--- src/rtl/pwm_fade_ctrl_if.sv ---
// CPU-slot and PWM-core-slot signals of the fade controller.
// slave is the controller's view; master is the CPU/PWM side.
interface pwm_fade_ctrl_if;
    logic        cs;
    logic        read;
    logic        write;
    logic [4:0]  addr;
    logic [31:0] wr_data;
    logic [31:0] rd_data;
    logic        pwm_cs;
    logic        pwm_write;
    logic [4:0]  pwm_addr;
    logic [31:0] pwm_wr_data;

    modport slave (
        input  cs, read, write, addr, wr_data,
        output rd_data, pwm_cs, pwm_write, pwm_addr, pwm_wr_data
    );

    modport master (
        output cs, read, write, addr, wr_data,
        input  rd_data, pwm_cs, pwm_write, pwm_addr, pwm_wr_data
    );
endinterface

--- src/rtl/pwm_fade_ctrl.sv ---
// Fade controller: once per step period, moves each PWM channel duty by at most
// STEP toward its CPU-set target and writes the new duty to the PWM core.
module pwm_fade_ctrl #(
    parameter int R = 10,
    parameter int W = 8
) (
    input  logic              clk,
    input  logic              reset_n,
    pwm_fade_ctrl_if.slave    bus
);
    localparam int CW = (W > 1) ? $clog2(W) : 1;
    localparam logic [R:0] DUTY_MAX = {1'b1, {R{1'b0}}};

    typedef enum logic {IDLE, SCAN} state_t;

    state_t        state;
    logic          en;
    logic [31:0]   period;
    logic [31:0]   timer;
    logic [R:0]    step;
    logic [R:0]    tgt [W];
    logic [R:0]    cur [W];
    logic [CW-1:0] ch_idx;

    logic          cpu_wr;
    logic          dvsr_wr;
    logic          en_clear;
    logic          chan_sel;
    logic [CW-1:0] chan;
    logic [R:0]    tgt_wr;
    logic [R+1:0]  cur_x;
    logic [R+1:0]  tgt_x;
    logic [R+1:0]  step_x;
    logic [R+1:0]  nxt;
    logic [W-1:0]  done;
    logic          unused_read;

    assign unused_read = bus.read;

    always_comb begin
        cpu_wr   = bus.cs && bus.write;
        dvsr_wr  = cpu_wr && (bus.addr == 5'h04);
        en_clear = cpu_wr && (bus.addr == 5'h00) && !bus.wr_data[0];
        chan_sel = bus.addr[4] && (int'(bus.addr[3:0]) < W);
        chan     = bus.addr[CW-1:0];
        tgt_wr   = (bus.wr_data[R:0] > DUTY_MAX) ? DUTY_MAX : bus.wr_data[R:0];
    end

    // One extra bit of headroom so cur+STEP and differences never wrap.
    always_comb begin
        cur_x  = {1'b0, cur[ch_idx]};
        tgt_x  = {1'b0, tgt[ch_idx]};
        step_x = {1'b0, step};
        nxt    = cur_x;
        if (cur_x < tgt_x) begin
            nxt = ((tgt_x - cur_x) > step_x) ? (cur_x + step_x) : tgt_x;
        end else if (cur_x > tgt_x) begin
            nxt = ((cur_x - tgt_x) > step_x) ? (cur_x - step_x) : tgt_x;
        end
    end

    always_comb begin
        done = '0;
        for (int i = 0; i < W; i++) begin
            done[i] = (cur[i] == tgt[i]);
        end
    end

    always_comb begin
        bus.rd_data = '0;
        case (bus.addr)
            5'h00:   bus.rd_data = {31'b0, en};
            5'h01:   bus.rd_data = period;
            5'h02:   bus.rd_data = 32'(step);
            5'h03:   bus.rd_data = 32'({done, state == SCAN});
            default: if (chan_sel) bus.rd_data = 32'(cur[chan]);
        endcase
    end

    // A DVSR write owns the PWM bus for its cycle, so the scan stalls in place.
    always_ff @(posedge clk) begin
        if (!reset_n) begin
            state           <= IDLE;
            en              <= 1'b0;
            period          <= '0;
            step            <= '0;
            timer           <= '0;
            ch_idx          <= '0;
            for (int i = 0; i < W; i++) begin
                tgt[i] <= '0;
                cur[i] <= '0;
            end
            bus.pwm_cs      <= 1'b0;
            bus.pwm_write   <= 1'b0;
            bus.pwm_addr    <= '0;
            bus.pwm_wr_data <= '0;
        end else begin
            bus.pwm_cs    <= 1'b0;
            bus.pwm_write <= 1'b0;

            if (cpu_wr) begin
                case (bus.addr)
                    5'h00: en     <= bus.wr_data[0];
                    5'h01: period <= bus.wr_data;
                    5'h02: step   <= bus.wr_data[R:0];
                    5'h04: begin
                        bus.pwm_cs      <= 1'b1;
                        bus.pwm_write   <= 1'b1;
                        bus.pwm_addr    <= 5'h00;
                        bus.pwm_wr_data <= bus.wr_data;
                    end
                    default: if (chan_sel) tgt[chan] <= tgt_wr;
                endcase
            end

            case (state)
                IDLE: begin
                    if (!en) begin
                        timer <= '0;
                    end else if (timer == period) begin
                        timer  <= '0;
                        ch_idx <= '0;
                        state  <= SCAN;
                    end else begin
                        timer <= timer + 32'd1;
                    end
                end
                SCAN: begin
                    if (!en || en_clear) begin
                        state <= IDLE;
                        timer <= '0;
                    end else if (!dvsr_wr) begin
                        if (nxt != cur_x) begin
                            cur[ch_idx]     <= nxt[R:0];
                            bus.pwm_cs      <= 1'b1;
                            bus.pwm_write   <= 1'b1;
                            bus.pwm_addr    <= {1'b1, 4'(ch_idx)};
                            bus.pwm_wr_data <= 32'(nxt[R:0]);
                        end
                        if (ch_idx == CW'(W - 1)) begin
                            state <= IDLE;
                        end else begin
                            ch_idx <= ch_idx + 1'b1;
                        end
                    end
                end
            endcase
        end
    end
endmodule

--- src/flat_wrapper.sv ---
// flat-port wrapper written by rule: the top's interface ports become plain ports
module pwm_fade_ctrl_flat 
#(
    parameter int R = 10,
    parameter int W = 8
)
  (clk, reset_n, bus_cs, bus_read, bus_write, bus_addr, bus_wr_data, bus_rd_data, bus_pwm_cs, bus_pwm_write, bus_pwm_addr, bus_pwm_wr_data);
  pwm_fade_ctrl_if bus_i ();
  input  logic clk;
  input  logic reset_n;
  input wire logic [$bits(bus_i.cs)-1:0] bus_cs;
  input wire logic [$bits(bus_i.read)-1:0] bus_read;
  input wire logic [$bits(bus_i.write)-1:0] bus_write;
  input wire logic [$bits(bus_i.addr)-1:0] bus_addr;
  input wire logic [$bits(bus_i.wr_data)-1:0] bus_wr_data;
  output wire logic [$bits(bus_i.rd_data)-1:0] bus_rd_data;
  output wire logic [$bits(bus_i.pwm_cs)-1:0] bus_pwm_cs;
  output wire logic [$bits(bus_i.pwm_write)-1:0] bus_pwm_write;
  output wire logic [$bits(bus_i.pwm_addr)-1:0] bus_pwm_addr;
  output wire logic [$bits(bus_i.pwm_wr_data)-1:0] bus_pwm_wr_data;
  assign bus_i.cs = bus_cs;
  assign bus_i.read = bus_read;
  assign bus_i.write = bus_write;
  assign bus_i.addr = bus_addr;
  assign bus_i.wr_data = bus_wr_data;
  assign bus_rd_data = bus_i.rd_data;
  assign bus_pwm_cs = bus_i.pwm_cs;
  assign bus_pwm_write = bus_i.pwm_write;
  assign bus_pwm_addr = bus_i.pwm_addr;
  assign bus_pwm_wr_data = bus_i.pwm_wr_data;
  pwm_fade_ctrl #(.R(R), .W(W)) u_core (.clk(clk), .reset_n(reset_n), .bus(bus_i));
endmodule
--- config.mk ---
export PLATFORM = sky130hd
export DESIGN_NAME = pwm_fade_ctrl_flat
export DESIGN_NICKNAME = d
export VERILOG_FILES = /design/src/rtl/pwm_fade_ctrl_if.sv /design/src/rtl/pwm_fade_ctrl.sv /design/src/flat_wrapper.sv
export SDC_FILE = /design/constraint.sdc
export NUM_CORES = 1
export LEC_CHECK = 0
export ABC_AREA = 1
export CAP_MARGIN = 5
export CELL_PAD_IN_SITES_DETAIL_PLACEMENT = 1
export CELL_PAD_IN_SITES_GLOBAL_PLACEMENT = 2
export CORE_MARGIN = 2
export CORE_UTILIZATION = 39
export DETAILED_ROUTE_END_ITERATION = 10
export GPL_TIMING_DRIVEN = 0
export PLACE_DENSITY = 0.92
export SYNTH_ARGS = -nofsm -noshare
export SYNTH_HDL_FRONTEND = slang
export SYNTH_SLANG_ARGS = --single-unit
--- constraint.sdc ---
create_clock -name clk -period 9 [get_ports clk]
set_clock_uncertainty 0.2 [all_clocks]
set_input_delay 2.25 -clock clk [delete_from_list [all_inputs] [get_ports clk]]
set_output_delay 2.25 -clock clk [all_outputs]
set_load 0.01 [all_outputs]
==> results of run 1 <==
[cell type report]
type                       count  area [µm²]  area share, %
multi-input combinational   1835        9840           44.3
sequential                   297        7710           34.7
buffer                       128         633           2.85
tap                          622         778           3.50
inverter                     253         955           4.30
timing repair buffer         113        1130           5.07
clock inverter                20         234           1.05
clock buffer                  42         955           4.30
[metrics by stage]
step / util (%) / setup WS, ns / total power [W]
after CTS: 45.7 / 0.392 / 0.00358
after detailed placement: 43.2 / 0.439 / 0.00209
after global routing: 45.7 / 0.0662 / 0.00368
final: 45.7 / 0.336 / 0.00359
after floorplan: - / 2.82 / 0.00184
after global placement: 43.2 / 0.286 / 0.00207
[timing repair]
action,4_1_cts,5_1_grt
hold buffers,0,0
setup endpoints to repair,0,88
gates resized for setup,0,1
[state kept, by name, indices dropped and copies added, names as in the netlist, named ones only]
register / cells
u_core.bus.pwm_wr_data: 32
u_core.bus.pwm_addr: 5
u_core.timer: 32
u_core.state: 1
u_core.period: 32
u_core.en: 1
u_core.tgt: 88
u_core.step: 11
u_core.ch_idx: 3
u_core.bus.pwm_cs: 1
u_core.cur: 88
[worst max-delay path: stages]
cell and delay [ns]:
clkdlybuf4s50_1 0.67, inv_1 0.13, nor2_1 0.15, nand2_1 0.16, nor2_1 0.95, inv_1 0.36, nor4_1 0.68, a21oi_1 0.09
nand3_1 0.21, clkdlybuf4s50_1 0.57
[power by group]
group / switching (W) / internal [W] / leakage, nW
sequential: 0.0000601 / 0.00148 / 2.67
clock: 0.000610 / 0.000902 / 0.577
combinational: 0.000383 / 0.000159 / 5.46
[layer usage]
layer  vias to the layer above  global-route usage [%]  wire length, µm
met5                         -                       0               14
met4                         2                    13.8             3670
met3                       185                    6.61             7960
met2                       947                    54.5            39500
met1                      9640                    49.0            39300
li1                       8732                       -                -
[cells by family after synthesis]
family                     count (synthesis)  share of synthesized area [%]
AOI/OAI and AO/OA                        509                           15.2
buffers and inverters                    381                           8.31
and+or+nand+nor                         1130                           25.6
adders and majority gates                 72                           4.87
xor gates and xnor gates                 124                           5.68
DFF                                      297                           40.3
[placed cells by master (no fill, tap or decap), types with 72 or more instances in the layout]
cell	Yosys	final
a21oi_1	169	169
clkbuf_1	68	72
clkdlybuf4s50_1	0	111
dfxtp_1	121	121
edfxtp_1	176	176
inv_1	234	234
nand2_1	515	515
nand3_1	100	100
nor2_1	359	359
o21ai_0	195	195
xor2_1	74	74
[final timing paths]
kind | cells after the start | endpoint | slack [ns] | start
worst max-delay path | 10 | bus_rd_data[6] | 0.34 | bus_addr[1]
worst min-delay path | 2 | u_core.bus.pwm_addr[4] | 0.29 | u_core.bus.pwm_addr[4]
worst min register to register | 2 | u_core.bus.pwm_addr[4] | 0.29 | u_core.bus.pwm_addr[4]
worst max register to register | 35 | u_core.cur[4][10] | 0.38 | register
==> results by group, run 1 <==
Detailed routing
  – Initial detailed-routing violation count: approximately 2100
  – Via count: 19500
  – ANT nets after route: 0
  – Vias/cell: between 5 and 6
  – Drt first pass iters: 5
  – Post-Route WL: between 90000 and 100000 µm
  – DR WL/cell: ~27 µm
  – # DRC: 0

Critical path
  – CP Data Required Time: 6.55 ns
  – CP Max Fanout: 8
  – Kind of critical path: in -> out
  – Startpoint Class: primary input
  – Critical Path End Type: output port
  – CP arrival: about 6.2 ns

Floorplanning
  – Die Height: ~230 µm
  – Die area: about 51000 µm²
  – I/O pin count: roughly 110
  – Num rows: approximately 80
  – Core Area: between 40000 and 50000 µm²
  – Width of the die: roughly 230 µm
  – Starting Density: 39.3%

Clock network
  – CTS root buf: clkbuf_16
  – Num CTS Buffers: 34
  – CTS sink count: approximately 300
  – H-Tree Depth: 2
  – Post-CTS setup buffers: 0
  – Clk slew on worst S/H paths: 0.06 ns
  – CTS tree: done
  – Worst-skew pair later-pin latency: 0.56 ns
  – Clock Path Buffers: 3

Timing
  – Least-Margin Pin Slew: between 1 and 1.5 ns
  – Max-slew violation count: 0
  – Fmax: around 120 MHz
  – Fin Setup TNS: 0 ns
  – RSZ-0062 raised after global routing: no
  – Final setup viols: 0
  – Rel. slew slack: about 14%
  – Post-layout minimum cycle time: approximately 8.7 ns
  – Period utilization: around 96%
  – Minimum hold slack: 0.291 ns
  – Final hold viol count: 0

Global routing
  – Vias in the first global route: ~20000
  – Total grt overflow: 0
  – Largest net degree at the start of global routing: 15
  – Total track usage: 35.4%
  – First-pass GRT wire length: approximately 130000 µm
  – Initial antenna violation count: 3

Placed design
  – Gpl congestion: between 0.9 and 1
  – Placement-stage cell area: 21000 µm²
  – Port Buffers: ~110
  – Dpl cells: around 3200
  – Post-DP HPWL: about 71000 µm

Synth
  – Synth area leaders: edfxtp_1, dfxtp_1, nand2_1
  – Syn avg cell area: ~7.6 µm²
  – Dominant cell type by area after synthesis: edfxtp_1
  – Mapped Area: ~19000 µm²
  – Synthesis Warnings: 0
  – Post-synthesis sequential area ratio: about two fifths
  – Most frequent cell after synthesis: nand2_1
  – Number of synthesized register bits: ~300
  – Yosys top cell area share: ~28%
  – Top cells by count, synth: nand2_1, nor2_1, inv_1, o21ai_0, edfxtp_1
  – Syn nets: roughly 2600
  – Netlist cell types: between 50 and 60
  – Post-synth EDFFs: around 180
  – Share of synthesized registers carrying an async set or reset: 0%
  – Ys flop type: edfxtp_1
  – Synth Instances: between 2000 and 3000

Min path
  – Worst hold-check path type: reg -> reg

Power
  – Lkg Pwr: 8.71 nW
  – Pwr Density: 162 nW/µm²
  – Peak supply drop: ~150 µV

Finish
  – Fill cells: between 6000 and 7000
  – Antenna diode count: 0
  – Share of layout cells above drive strength 1: under 10%
  – Nets: approximately 2800
  – Finished Layout Cells: approximately 3300
  – Post-route cell area: 22200 µm²
  – Area Overhead vs Synth: 16.3%

Job
  – Max_cap viols: 0

Run status
  – Run status: finished, final reports clean
Note: power is estimated with default switching activity, not from simulation.
==> run 2: changes to the inputs <==
REMOVE_ABC_BUFFERS = 1   (was not set)
==> run 2 against run 1 <==
Effect of this change: largest power group unchanged; largest cell class unchanged; sequential share of layout area is 0.71 points higher; critical path depth stayed put; cell count down 3.5%; non-clock buffer count decreased by 117; routed wire length fell by 11%; maximum frequency down 0.26%; hold slack worse by 0.024 ns; flip-flop and latch count is the same; die area stayed put; total power decreased by 3.0%.
==> results by group, run 2 (synthesis results as in run 1) <==
Critical path
  – Crit-path leading delay family: simple AND/OR/NAND/NOR gates
  – CP arrival: 6.24 ns (+0.03 ns)
  – CP max-delay cell: nor4_1
  – CP Max Fanout: 8 (unchanged)
  – Critical-path cell list: clkdlybuf4s50_1 -> inv_1 -> nor2_1 -> nand2_1 -> nor2_1 -> inv_1 -> nor4_1 -> a21oi_1 -> nand3_1 -> clkdlybuf4s50_1
  – Critical Path End Type: output port
  – Buffer and inverter count on the worst path: 4 (unchanged)
  – Kind of critical path: in -> out
  – CP max stage delay: 0.95 ns (about the same)
  – Startpoint Class: primary input
  – CP Data Required Time: 6.55 ns (about the same)

Timing
  – Period utilization: 96.5% (+0.26 points)
  – Rel. slew slack: 10.3% (-4.0 points)
  – Post-layout minimum cycle time: 8.69 ns (+0.0230 ns)
  – Fmax: 115 MHz (-0.26%)
  – RSZ-0062 raised after global routing: no
  – Max-slew violation count: 0 (unchanged)
  – Final hold viol count: 0 (unchanged)
  – Setup ws final: 0.313 ns (-0.0230 ns)
  – Least-Margin Pin Slew: 1.34 ns (+0.0645 ns)
  – Final setup viols: 0 (unchanged)

Detailed routing
  – DR WL/cell: 25.3 µm (-7.3%)
  – Initial detailed-routing violation count: 1819 (-13%)
  – ANT nets after route: 0 (unchanged)
  – # DRC: 0 (unchanged)
  – Drt first pass iters: 5 (unchanged)
  – Vias/cell: 5.94 (+0.74%)
  – Via count: 19000 (-2.8%)
  – Post-Route WL: 80900 µm (-11%)

Run status
  – Run status: finished, final reports clean

Clock network
  – Clock Path Buffers: 3 (unchanged)
  – Num CTS Buffers: 36 (+5.9%)
  – CTS tree: done
  – Worst-skew pair later-pin latency: 0.58 ns (+0.02 ns)
  – Clk slew on worst S/H paths: 0.05 ns (about the same)
  – CTS sink count: 297 (unchanged)
  – H-Tree Depth: 2 (unchanged)
  – CTS root buf: clkbuf_16

Placed design
  – Placement-stage cell area: 20600 µm² (-2.2%)
  – Post-DP HPWL: 60800 µm (-14%)
  – Place WS: -1.66 ns (-2.10 ns)
  – Port Buffers: 111 (unchanged)
  – Dpl cells: 3127 (-3.7%)
  – Gpl congestion: 0.961 (-3.0%)

Power
  – Pwr Density: 160 nW/µm² (-1.1%)
  – Switching share of power: 29.7% (+0.39 points)
  – Gate power share: 14.7% (-0.4 points)
  – Psw: 0.00104 W (-1.7%)
  – Lkg Pwr: 8.47 nW (-2.8%)
  – Sequential share of power: 43.9% (+1.1 points)
  – Share of total power in the clock network: 41.4% (-0.7 points)
  – P_int: 0.00245 W (-3.5%)
  – Tot Pwr: 0.00349 W (-3.0%)
  – Peak supply drop: 159 µV (+4.1%)

Floorplanning
  – Die Height: 225 µm (unchanged)
  – Num rows: 81 (unchanged)
  – I/O pin count: 113 (unchanged)
  – Die area: 50800 µm² (unchanged)
  – Core Area: 48600 µm² (unchanged)
  – Starting Density: 39.3% (unchanged)
  – Width of the die: 225 µm (unchanged)

Job
  – Max_cap viols: 0 (unchanged)

Finish
  – Nets: 2661 (-4.1%)
  – Commonest non-fill, non-tap cell in the layout: nand2_1
  – Area Overhead vs Synth: 14.0%
  – Most frequent cells in the layout: nand2_1, nor2_1, inv_1
  – Area of the multi-input gates: 9890 µm² (+0.51%)
  – Finished Layout Cells: 3194 (-3.5%)
  – Fill cells: 5960 (-2.0%)
  – Share of layout cells above drive strength 1: 5.68% (-1.1 points)
  – Post-route cell area: 21800 µm² (-1.9%)
  – Top flop regs: u_core.cur: 88 flops, u_core.tgt: 88 flops
  – Antenna diode count: 0 (unchanged)
  – Sequential cell area: 7710 µm² (about the same)

Global routing
  – Largest net degree at the start of global routing: 87 (+72)
  – Initial antenna violation count: 1 (-2)
  – First-pass GRT wire length: 120000 µm (-8.0%)
  – Total track usage: 31.7% (-3.7 points)
  – Vias in the first global route: 18900 (-3.0%)
  – Total grt overflow: 0 (unchanged)

Min path
  – Worst hold-check path type: reg -> reg
## run 2: cell types whose count changed in the layout (fill, tap and decap cells not counted), moves of 4 or more
cell	change
buf_1	-4
clkbuf_1	-61
buf_4	-4
buf_6	-10
nand2_2	+5
nand2_1	-6
buf_16	+4
buf_2	-35
buf_12	+4
## run 2: power by group through the flow
stage                     Clock, W  Combinational [W]  Sequential [W]
after floorplan                  0           0.000295         0.00153
after global placement           0           0.000484         0.00155
after detailed placement         0           0.000497         0.00156
after CTS                  0.00145           0.000501         0.00153
after global routing       0.00150           0.000552         0.00153
final                      0.00144           0.000514         0.00153
## run 2: timing repair
| action | 4_1_cts | 5_1_grt |
|---|---|---|
| hold endpoints to repair | 0 | 0 |
| pin swaps | 0 | 1 |
| gates resized for setup | 12 | 4 |
| endpoints found under the setup margin | 214 | 163 |
| setup buffers | 2 | 1 |
| hold buffers | 0 | 0 |
## run 2: worst register-to-register path, delay by kind of cell, from the launching register on
kind | cells | cell delay (ns)
AND/OR/NAND/NOR | 20 | 3.82
AO/OA/AOI/OAI | 6 | 1.88
adder cells (fa/ha/maj) | 3 | 1.02
buffers and inverters | 5 | 0.79
flip-flops | 1 | 0.48
XOR/XNOR | 1 | 0.16
## run 2: layer usage
layer  GRT usage, %  wire, µm  vias up
met5              0        13        -
met4           13.0      3620        2
met3           5.55      7230      177
met2           50.0     36100      900
met1           42.8     34000     9384
li1               -         -     8499
## run 2: final timing paths
check / start / end / slack, ns / cells past startpoint
hold / removal: u_core.bus.pwm_addr[4] / u_core.bus.pwm_addr[4] / 0.27 / 2
setup reg to reg: register / u_core.cur[1][0] / 0.33 / 35
hold reg to reg: u_core.bus.pwm_addr[4] / u_core.bus.pwm_addr[4] / 0.27 / 2
setup / recovery: bus_addr[1] / bus_rd_data[6] / 0.31 / 10
## run 2: cell type report
cell class                 count  area share [%]
multi-input combinational   1835            45.3
sequential                   297            35.4
timing repair buffer         124            6.13
clock buffer                  48            4.44
inverter                     253            4.42
tap                          622            3.57
clock inverter                15           0.712
## run 2: stage by stage
stage / hold WS (ns) / util (%) / TNS [ns]
2_1_floorplan: 0.254 / - / 0
3_3_place_gp: 0.244 / 41.9 / -990.63
3_5_place_dp: 0.255 / 42.3 / -230.78
4_1_cts: 0.270 / 44.8 / 0
5_1_grt: 0.302 / 44.8 / 0
6_report: 0.267 / 44.8 / 0
